## config.mk

```make
export PLATFORM = sky130hd
export DESIGN_NAME = drf_port_controller
export DESIGN_NICKNAME = d
export VERILOG_FILES = /design/src/rtl/drf_io_pkg.sv /design/src/rtl/drf_io_channel.sv /design/src/rtl/drf_port_controller.sv
export SDC_FILE = /design/constraint.sdc
export NUM_CORES = 1
export LEC_CHECK = 0
export CORE_AREA = 3 3 110 112
export CTS_BUF_LIST = sky130_fd_sc_hd__clkbuf_16
export CTS_CLUSTER_DIAMETER = 120
export DETAILED_ROUTE_END_ITERATION = 8
export DIE_AREA = 0 0 113 115
export PLACE_DENSITY_LB_ADDON = 0.1
export SETUP_SLACK_MARGIN = 0.2
export SYNTH_ARGS = -nofsm -noshare
export SYNTH_HDL_FRONTEND = slang
export SYNTH_HIERARCHICAL = 1
export SYNTH_SLANG_ARGS = --single-unit
```

## constraint.sdc

```tcl
create_clock -name clk -period 2.2 [get_ports clk]
set_clock_uncertainty 0.1 [all_clocks]
set_input_delay 0.44 -clock clk [delete_from_list [all_inputs] [get_ports clk]]
set_output_delay 0.44 -clock clk [all_outputs]
set_load 0.02 [all_outputs]
```

## src/rtl/drf_io_pkg.sv

```systemverilog
// Shared constants for the memory-mapped I/O port controller:
// register offsets, STATUS bit positions and the default window base.
package drf_io_pkg;

  localparam logic [1:0] REG_DATA_IN  = 2'd0;
  localparam logic [1:0] REG_DATA_OUT = 2'd1;
  localparam logic [1:0] REG_STATUS   = 2'd2;
  localparam logic [1:0] REG_RSVD     = 2'd3;

  localparam int ST_IN_FULL      = 0;
  localparam int ST_IN_OVERRUN   = 1;
  localparam int ST_OUT_PENDING  = 2;
  localparam int ST_OUT_OVERFLOW = 3;

  localparam logic [9:0] DEFAULT_BASE_ADDR = 10'h3C0;

endpackage

```

## src/rtl/drf_io_channel.sv

```systemverilog
// One I/O channel: input synchroniser, strobe edge capture, DATA_IN latch,
// output valid/ack handshake and the STATUS bits.
// Ports: clk/rst; async port_in/port_in_strobe; bus-side rd/wr/clear
// strobes and write data; port_out/valid/ack; data_in and status to mux.
module drf_io_channel
  import drf_io_pkg::*;
#(
  parameter int PORT_W      = 4,
  parameter int SYNC_STAGES = 2
) (
  input  logic              clk,
  input  logic              rst,
  input  logic [PORT_W-1:0] port_in,
  input  logic              port_in_strobe,
  input  logic              rd_data_in,
  input  logic              wr_data_out,
  input  logic [PORT_W-1:0] wdata,
  input  logic              clr_overrun,
  input  logic              clr_overflow,
  input  logic              port_out_ack,
  output logic [PORT_W-1:0] data_in,
  output logic [PORT_W-1:0] port_out,
  output logic              port_out_valid,
  output logic [7:0]        status
);

  logic [SYNC_STAGES-1:0][PORT_W-1:0] din_sync_q, din_sync_d;
  logic [SYNC_STAGES-1:0]             stb_sync_q, stb_sync_d;
  logic                               stb_prev_q, stb_prev_d;
  logic [PORT_W-1:0]                  data_in_q, data_in_d;
  logic                               in_full_q, in_full_d;
  logic                               overrun_q, overrun_d;
  logic [PORT_W-1:0]                  port_out_q, port_out_d;
  logic                               valid_q, valid_d;
  logic                               overflow_q, overflow_d;
  logic                               capture;

  always_comb begin
    din_sync_d = {din_sync_q[SYNC_STAGES-2:0], port_in};
    stb_sync_d = {stb_sync_q[SYNC_STAGES-2:0], port_in_strobe};
    stb_prev_d = stb_sync_q[SYNC_STAGES-1];
    capture    = stb_sync_q[SYNC_STAGES-1] & ~stb_prev_q;

    data_in_d  = data_in_q;
    in_full_d  = in_full_q;
    // A new overrun in the same cycle as its clear wins: it is newer news.
    overrun_d  = overrun_q & ~clr_overrun;
    if (capture) begin
      in_full_d = 1'b1;
      // A concurrent DATA_IN read frees the slot, so no overrun.
      if (!in_full_q || rd_data_in) data_in_d = din_sync_q[SYNC_STAGES-1];
      else overrun_d = 1'b1;
    end else if (rd_data_in) begin
      in_full_d = 1'b0;
    end

    port_out_d = port_out_q;
    valid_d    = valid_q;
    overflow_d = overflow_q & ~clr_overflow;
    if (wr_data_out) begin
      // Same-cycle ack retires the old word and makes room for this one.
      if (!valid_q || port_out_ack) begin
        port_out_d = wdata;
        valid_d    = 1'b1;
      end else begin
        overflow_d = 1'b1;
      end
    end else if (port_out_ack) begin
      valid_d = 1'b0;
    end
  end

  always_ff @(posedge clk) begin
    if (rst) begin
      din_sync_q <= '0;
      stb_sync_q <= '0;
      stb_prev_q <= 1'b0;
      data_in_q  <= '0;
      in_full_q  <= 1'b0;
      overrun_q  <= 1'b0;
      port_out_q <= '0;
      valid_q    <= 1'b0;
      overflow_q <= 1'b0;
    end else begin
      din_sync_q <= din_sync_d;
      stb_sync_q <= stb_sync_d;
      stb_prev_q <= stb_prev_d;
      data_in_q  <= data_in_d;
      in_full_q  <= in_full_d;
      overrun_q  <= overrun_d;
      port_out_q <= port_out_d;
      valid_q    <= valid_d;
      overflow_q <= overflow_d;
    end
  end

  always_comb begin
    status                  = '0;
    status[ST_IN_FULL]      = in_full_q;
    status[ST_IN_OVERRUN]   = overrun_q;
    status[ST_OUT_PENDING]  = valid_q;
    status[ST_OUT_OVERFLOW] = overflow_q;
  end

  assign data_in        = data_in_q;
  assign port_out       = port_out_q;
  assign port_out_valid = valid_q;

endmodule

```

## src/rtl/drf_port_controller.sv

```systemverilog
// Memory-mapped I/O controller: decodes a 4-register-per-channel window
// on the 10-bit bus, drives the read mux and fans out NUM_PORTS channels.
// Ports: clk/rst; bus in_addr/in_write_en/in_read_en/in_data,
// out_data/out_drive; per-channel port_in/strobe, port_out/valid/ack.
module drf_port_controller
  import drf_io_pkg::*;
#(
  parameter int         NUM_PORTS   = 4,
  parameter int         PORT_W      = 4,
  parameter int         SYNC_STAGES = 2,
  parameter logic [9:0] BASE_ADDR   = DEFAULT_BASE_ADDR
) (
  input  logic                        clk,
  input  logic                        rst,
  input  logic [9:0]                  in_addr,
  input  logic                        in_write_en,
  input  logic                        in_read_en,
  input  logic [7:0]                  in_data,
  output logic [7:0]                  out_data,
  output logic                        out_drive,
  input  logic [NUM_PORTS*PORT_W-1:0] port_in,
  input  logic [NUM_PORTS-1:0]        port_in_strobe,
  output logic [NUM_PORTS*PORT_W-1:0] port_out,
  output logic [NUM_PORTS-1:0]        port_out_valid,
  input  logic [NUM_PORTS-1:0]        port_out_ack
);

  logic [10:0] addr_x;
  logic [10:0] win_lo;
  logic [10:0] win_hi;
  logic        hit;
  logic [9:0]  offset;
  logic [7:0]  ch_idx;
  logic [1:0]  reg_sel;
  logic        unused_wdata;

  // Extra top bit keeps the window end from wrapping at 10'h3FF.
  assign addr_x  = {1'b0, in_addr};
  assign win_lo  = {1'b0, BASE_ADDR};
  assign win_hi  = win_lo + 11'(4 * NUM_PORTS);
  assign hit     = (addr_x >= win_lo) && (addr_x < win_hi);
  assign offset  = in_addr - BASE_ADDR;
  assign ch_idx  = offset[9:2];
  assign reg_sel = offset[1:0];

  assign unused_wdata = ^in_data;

  logic [PORT_W-1:0] din_w  [NUM_PORTS];
  logic [PORT_W-1:0] pout_w [NUM_PORTS];
  logic [7:0]        stat_w [NUM_PORTS];

  for (genvar g = 0; g < NUM_PORTS; g++) begin : g_ch
    logic sel;
    logic rd_in;
    logic wr_out;
    logic wr_st;

    assign sel    = hit && (ch_idx == 8'(g));
    assign rd_in  = in_read_en && sel && (reg_sel == REG_DATA_IN);
    assign wr_out = in_write_en && sel && (reg_sel == REG_DATA_OUT);
    assign wr_st  = in_write_en && sel && (reg_sel == REG_STATUS);

    drf_io_channel #(
      .PORT_W      (PORT_W),
      .SYNC_STAGES (SYNC_STAGES)
    ) u_ch (
      .clk            (clk),
      .rst            (rst),
      .port_in        (port_in[g*PORT_W +: PORT_W]),
      .port_in_strobe (port_in_strobe[g]),
      .rd_data_in     (rd_in),
      .wr_data_out    (wr_out),
      .wdata          (in_data[PORT_W-1:0]),
      .clr_overrun    (wr_st && in_data[ST_IN_OVERRUN]),
      .clr_overflow   (wr_st && in_data[ST_OUT_OVERFLOW]),
      .port_out_ack   (port_out_ack[g]),
      .data_in        (din_w[g]),
      .port_out       (pout_w[g]),
      .port_out_valid (port_out_valid[g]),
      .status         (stat_w[g])
    );

    assign port_out[g*PORT_W +: PORT_W] = pout_w[g];
  end

  assign out_drive = in_read_en && hit;

  always_comb begin
    out_data = 8'h00;
    if (out_drive) begin
      for (int i = 0; i < NUM_PORTS; i++) begin
        if (ch_idx == 8'(i)) begin
          unique case (1'b1)
            reg_sel == REG_DATA_IN:  out_data = 8'(din_w[i]);
            reg_sel == REG_DATA_OUT: out_data = 8'(pout_w[i]);
            reg_sel == REG_STATUS:   out_data = stat_w[i];
            default:                 out_data = 8'h00;
          endcase
        end
      end
    end
  end

endmodule
```

==> reports/results.ini, run 1 <==
[worst_setup_path]
r2r-end=g_ch[2].u_ch/port_out[1]
cp-end-kind=output port
rrSetupSlack_ps=960
worst-path-max-fanout=8
worstPathArrival_ps=1720
start_kind=input port
criticalPathCategory=input port to output port
ff2ff_path_depth=5
r2r_start=g_ch[2].u_ch/port_out_valid
crit_required_ps=1660

[drt]
final_antenna_net_count=0
routed_wl_mm=9.93
firstDrtPassIters=4
drc_errors=0
num_vias=3192
via_per_inst=4.61
routedWlPerCell_um=14.3
drt_iter0_markers=129

[floorplan]
dieArea_um2=13000
core_area_um2=11300
start_util_pct=39.5
dieHeight_um=115
rows=39
boundaryPins=75
die_w_um=113

[logic_synthesis]
synth_top_area_share_pct=41.2
yosysMostFrequentCell=dfxtp_1
async_flop_share_pct=0
syn_inst=452
seq_area_frac_synth_pct=41.2
synthFlopType=dfxtp_1
synth_edf_count=0
synth_top_area_cell=dfxtp_1
yosysWarnings=6
synthTopCellsByArea=dfxtp_1 41%, nand2b_1 9.2%, mux2i_1 9.0%, nor2b_1 7.3%, buf_4 5.4%
synth_common_cells=92 x dfxtp_1, 66 x nand2b_1, 52 x nor2b_1
ys_ff_latch=92
avgSynthCellArea_um2=9.90
synth_area_um2=4470
synth.distinct_cells=39

[placed_design]
dp_hpwl_mm=6.86
placed_area_um2=5350
portBuffers=70
place_ws_ps=-1030
gp_congestion=0.884

[grt]
antenna_found_initial=0
grt_use_total_pct=15.8
grt_pass1_wl_mm=16.1
grt_max_degree=125
grt_remaining_overflow=0
grt_pass1_vias=3168

[timing]
hold_viol=0
setup_tns_ps=-70.4
setup_violations=3
post-route-min-period_ps=2260
fmax_mhz=443
rsz0062_at_grt=yes
drv_slew=0
worst_slack_ps=-55.8
fin_crit_sh_pct=103

[clocking]
cts_inserted_buffers=9
cts.sink_count=92
path_clk_slew_ps=60
cts_tree=built
root_buffer=clkbuf_16
insertion_delay_ps=340
max-clock-path-buffers=2
htreeDepth=3

[power_and_ir_drop]
power.total_uw=3710
power_density_nw_per_um2=615
peakVddDrop_mv=0.456
leakagePower_uw=0.00246

[min_path]
hp-class=flop to flop
min_to=g_ch[0].u_ch/din_sync_q[4]
hp-start=g_ch[0].u_ch/din_sync_d[4]
holdPathStages=1

[layout]
layout-drive-gt1-share_pct=26.5
fin_area_um2=6040
synthToLayoutAreaGrowth_pct=35.0
fin_nets=591
antenna_cells=0

[run_status]
violations=setup timing
status=complete, but fails checks

[run]
cap_violations=0

[logic make-up after synthesis]
family	after synthesis	synth area share [%]
AOI/OAI and AO/OA	40	7.69
buffers and inverters	67	10.7
and+or+nand+nor	197	28.1
other	4	0.336
DFF	92	41.2
muxes	52	12.0
[cells in the final DEF (no fill, tap or decap), types with 2 or more instances in the layout]
cell,netlist,layout
a2111oi_4,2,4
a21oi_1,8,8
a221o_1,3,3
a221oi_2,0,7
a221oi_4,0,2
a2bb2oi_1,4,4
buf_12,0,4
buf_2,8,5
buf_4,32,52
buf_6,13,16
bufinv_16,0,2
clkbuf_16,0,9
clkdlybuf4s15_1,0,2
clkdlybuf4s50_1,0,45
conb_1,4,16
dfxtp_1,92,92
dlymetal6s2s_1,0,4
inv_1,5,7
mux2_1,10,4
mux2_4,0,7
mux2i_1,40,40
nand2_1,7,3
nand2_2,0,2
nand2_4,0,2
nand2b_1,66,64
nand2b_4,8,10
nand3_1,3,3
nand3_4,0,2
nand3b_1,2,2
nor2_1,39,39
nor2b_1,52,52
nor2b_2,4,4
nor2b_4,4,4
nor4_4,1,3
o211a_1,4,4
o21ai_0,8,8
[worst max path at each step]
stage | start | depth (start not counted) | slack, ps | end
floorplan | in_addr[6] | 4 | 60 | out_data[0]
global placement | in_addr[0] | 7 | -1010 | out_data[1]
detailed placement | in_addr[0] | 7 | -1030 | out_data[1]
CTS | in_addr[0] | 7 | -9 | out_data[1]
global route | in_addr[0] | 7 | -70 | out_data[1]
finish | in_addr[0] | 7 | -60 | out_data[1]
[sequential cells by signal, indices dropped and copies added (netlist names)]
signal	flops
g_ch.u_ch/data_in	16
g_ch.u_ch/din_sync_d	16
g_ch.u_ch/din_sync_q	16
g_ch.u_ch/port_out	16
g_ch.u_ch/stb_sync_q	8
g_ch.u_ch/in_full_q	4
g_ch.u_ch/overflow_q	4
g_ch.u_ch/overrun_q	4
g_ch.u_ch/port_out_valid	4
g_ch.u_ch/stb_prev_q	4
[what timing repair did]
| action | 4_1_cts | 5_1_grt |
|---|---|---|
| hold buffers | 0 | 0 |
| pin swaps | 20 | 5 |
| setup buffers | 7 | 1 |
| setup endpoints to repair | 47 | 13 |
| resized for setup | 145 | 8 |
| cloned | 1 | 0 |
[per-layer routing]
metal | routed length (um) | part of all wire [%] | vias up | GRT usage [%]
met3 | 427 | 4.3 | 9 | 3.79
met1 | 4870 | 49 | 1488 | 21.2
met2 | 4480 | 45 | 67 | 25.0
li1 | - | - | 1628 | -
met4 | 146 | 1.5 | 0 | 5.29
met5 | 0 | 0 | - | 0
[cell type report]
| type | instances | area [um2] |
|---|---|---|
| repair buffers | 132 | 1260 |
| inverters | 5 | 18.8 |
| multi-input cells | 305 | 2430 |
| well taps | 143 | 179 |
| flip-flops and latches | 92 | 1840 |
| fillers | 1025 | 5280 |
| clock buffers | 9 | 225 |
| clock inverters | 7 | 83.8 |
[power by group]
group	internal, uW	switching, uW	total, uW
registers	1710	17.8	1730
logic	219	173	391
clock network	980	613	1590
[metrics by stage]
step	util, %	std cells	hold WS [ps]
after floorplan	-	464	314
after global placement	47.3	668	317
after detailed placement	47.3	668	321
after CTS	53.1	692	336
after global routing	53.3	693	346
final	53.3	693	334
[worst max-delay path, cell delays in order]
cell and delay (ps):
buf_12 120, buf_12 140, mux2_4 300, a221oi_2 290, nor3_2 90, nor3b_2 170, buf_4 170
Power figures use the tool's default switching activity.
==> run 2, diff against run 1 <==
--- a/config.mk
+++ b/config.mk
@@ -5,11 +5,11 @@
 export SDC_FILE = /design/constraint.sdc
 export NUM_CORES = 1
 export LEC_CHECK = 0
-export CORE_AREA = 3 3 110 112
-export CTS_BUF_LIST = sky130_fd_sc_hd__clkbuf_16
+export CORE_AREA = 3 3 141 88
+export CTS_BUF_LIST = sky130_fd_sc_hd__clkbuf_8
 export CTS_CLUSTER_DIAMETER = 120
 export DETAILED_ROUTE_END_ITERATION = 8
-export DIE_AREA = 0 0 113 115
+export DIE_AREA = 0 0 144 91
 export PLACE_DENSITY_LB_ADDON = 0.1
 export SETUP_SLACK_MARGIN = 0.2
 export SYNTH_ARGS = -nofsm -noshare
==> run 2 against run 1 <==
Power down 14%. Clock power down 32%. Cell area down 3.8%. The flow still finishes with violations (setup timing). Setup slack better by 3.0 ps. Sequential cell count unchanged. Cell count down 0.14%.
==> reports/results.ini, run 2 (synthesis results as in run 1) <==
[power_and_ir_drop]
leakagePower_uw=0.00243
internal_power_uw=2430
clkPwrFrac_pct=34.0
switchingPower_uw=756
p_seq_share_pct=54.2
peakVddDrop_mv=0.261
p_comb_share_pct=11.8
power_density_nw_per_um2=549
swShare_pct=23.7

[timing]
setup_tns_ps=-125
setup_violations=4
rsz0062_at_grt=yes
fin_crit_sh_pct=102
worst_slack_ps=-52.8
post-route-min-period_ps=2250
hold_viol=0
drv_slew=0
fmax_mhz=444

[clocking]
cts_inserted_buffers=9
max-clock-path-buffers=2
root_buffer=clkbuf_8
path_clk_slew_ps=90
htreeDepth=3
insertion_delay_ps=360
cts_tree=built
cts.sink_count=92

[worst_setup_path]
cpMostUsedCell=buf_12
criticalPathCategory=input port to output port
cp-end-kind=output port
start_kind=input port
critPathMaxStageDelay_ps=260
crit_required_ps=1660
worst-path-max-fanout=5
crit_chain=buf_12 > and2b_4 > buf_12 > buf_6 > a221o_1 > nand4_1 > nor4_2 > buf_2
rrSetupSlack_ps=980
cpMaxStageDelayCell=and2b_4
worstPathArrival_ps=1710

[grt]
grt_remaining_overflow=0
grt_pass1_wl_mm=15.9
grt_use_total_pct=15.7
grt_pass1_vias=2943
antenna_found_initial=0
grt_max_degree=125

[drt]
routedWlPerCell_um=14.6
firstDrtPassIters=5
routed_wl_mm=10.1
final_antenna_net_count=0
drt_iter0_markers=215
num_vias=3184
drc_errors=0
via_per_inst=4.60

[layout]
synthToLayoutAreaGrowth_pct=29.8
antenna_cells=0
utilization_pct=51.8
fin_area_um2=5810
layout_common_cells=90 x dfxtp_1, 64 x nand2b_1, 52 x nor2b_1, 52 x buf_4, 40 x mux2i_1
nFillCells=1033
layout.cells.most_common=dfxtp_1
layout-drive-gt1-share_pct=26.6
fin_nets=589

[floorplan]
start_util_pct=39.9
dieHeight_um=91
boundaryPins=75
dieArea_um2=13100
core_area_um2=11200
rows=30
die_w_um=144

[run_status]
violations=setup timing
status=complete, but fails checks

[placed_design]
portBuffers=70
dp_hpwl_mm=7.08
placed_area_um2=5340
gp_congestion=0.866

[min_path]
hp-class=flop to flop

[run]
cap_violations=0

==> run 2: cell count changes in the layout (fill, tap and decap cells not counted), moves of 3 or more <==
cell,change
clkdlybuf4s50_1,-10
dlygate4sd2_1,+10
clkbuf_16,-9
clkbuf_8,+9
mux2_4,-6
mux2_1,+3
mux2_2,+3
o21ai_0,-3
==> run 2: through the flow <==
step                      hold WS, ps  setup slack (ps)  total power (uW)  instances
final                             333             -52.8              3190        692
after global routing              354             -96.0              3350        692
after CTS                         327              -124              3230        691
after detailed placement          322             -1100              2090        665
after global placement            318             -1050              2090        665
after floorplan                   314              60.2              1980        464
==> run 2: final cells by class <==
cell class / instances / area (um2) / area share (%)
clock inverter: 7 / 60.1 / 1.03
clock buffer: 9 / 124 / 2.13
sequential: 92 / 1840 / 31.8
inverter: 5 / 18.8 / 0.323
multi-input combinational: 305 / 2380 / 40.9
timing repair buffer: 130 / 1200 / 20.7
tap: 144 / 180 / 3.10
==> run 2: repair_timing <==
item	4_1_cts	5_1_grt
gates resized for setup	124	25
setup endpoints to repair	59	15
hold buffers	0	0
hold endpoints to repair	0	0
pin swaps	15	10
buffers inserted	9	1
gates cloned	1	0
==> run 2: worst max-delay path: cells and delay by family <==
kind / cells / cell delay, ps
AO/OA/AOI/OAI: 1 / 150
buffers and inverters: 4 / 520
AND/OR/NAND/NOR: 3 / 600
==> run 2: final timing paths <==
kind | from | endpoint | depth (start not counted)
setup / recovery | in_addr[0] | out_data[3] | 8
hold / removal | g_ch[0].u_ch/din_sync_d[4] | g_ch[0].u_ch/din_sync_q[4] | 1
setup reg to reg | g_ch[0].u_ch/port_out_valid | g_ch[0].u_ch/port_out[0] | 4
hold reg to reg | g_ch[0].u_ch/din_sync_d[4] | g_ch[0].u_ch/din_sync_q[4] | 1
==> run 2: power groups by stage <==
stage	Sequential [uW]	Clock [uW]	Combinational, uW
after floorplan	1760	0	223
after global placement	1760	0	324
after detailed placement	1760	0	328
after CTS	1730	1140	369
after global routing	1730	1210	409
final	1730	1080	377
==> run 2: per-layer routing <==
| metal | part of all wire, % | track usage (%) |
|---|---|---|
| met1 | 53 | 23.4 |
| met2 | 42 | 21.6 |
| met3 | 4.9 | 4.53 |
| met4 | 0.64 | 4.23 |
| met5 | 0 | 0 |
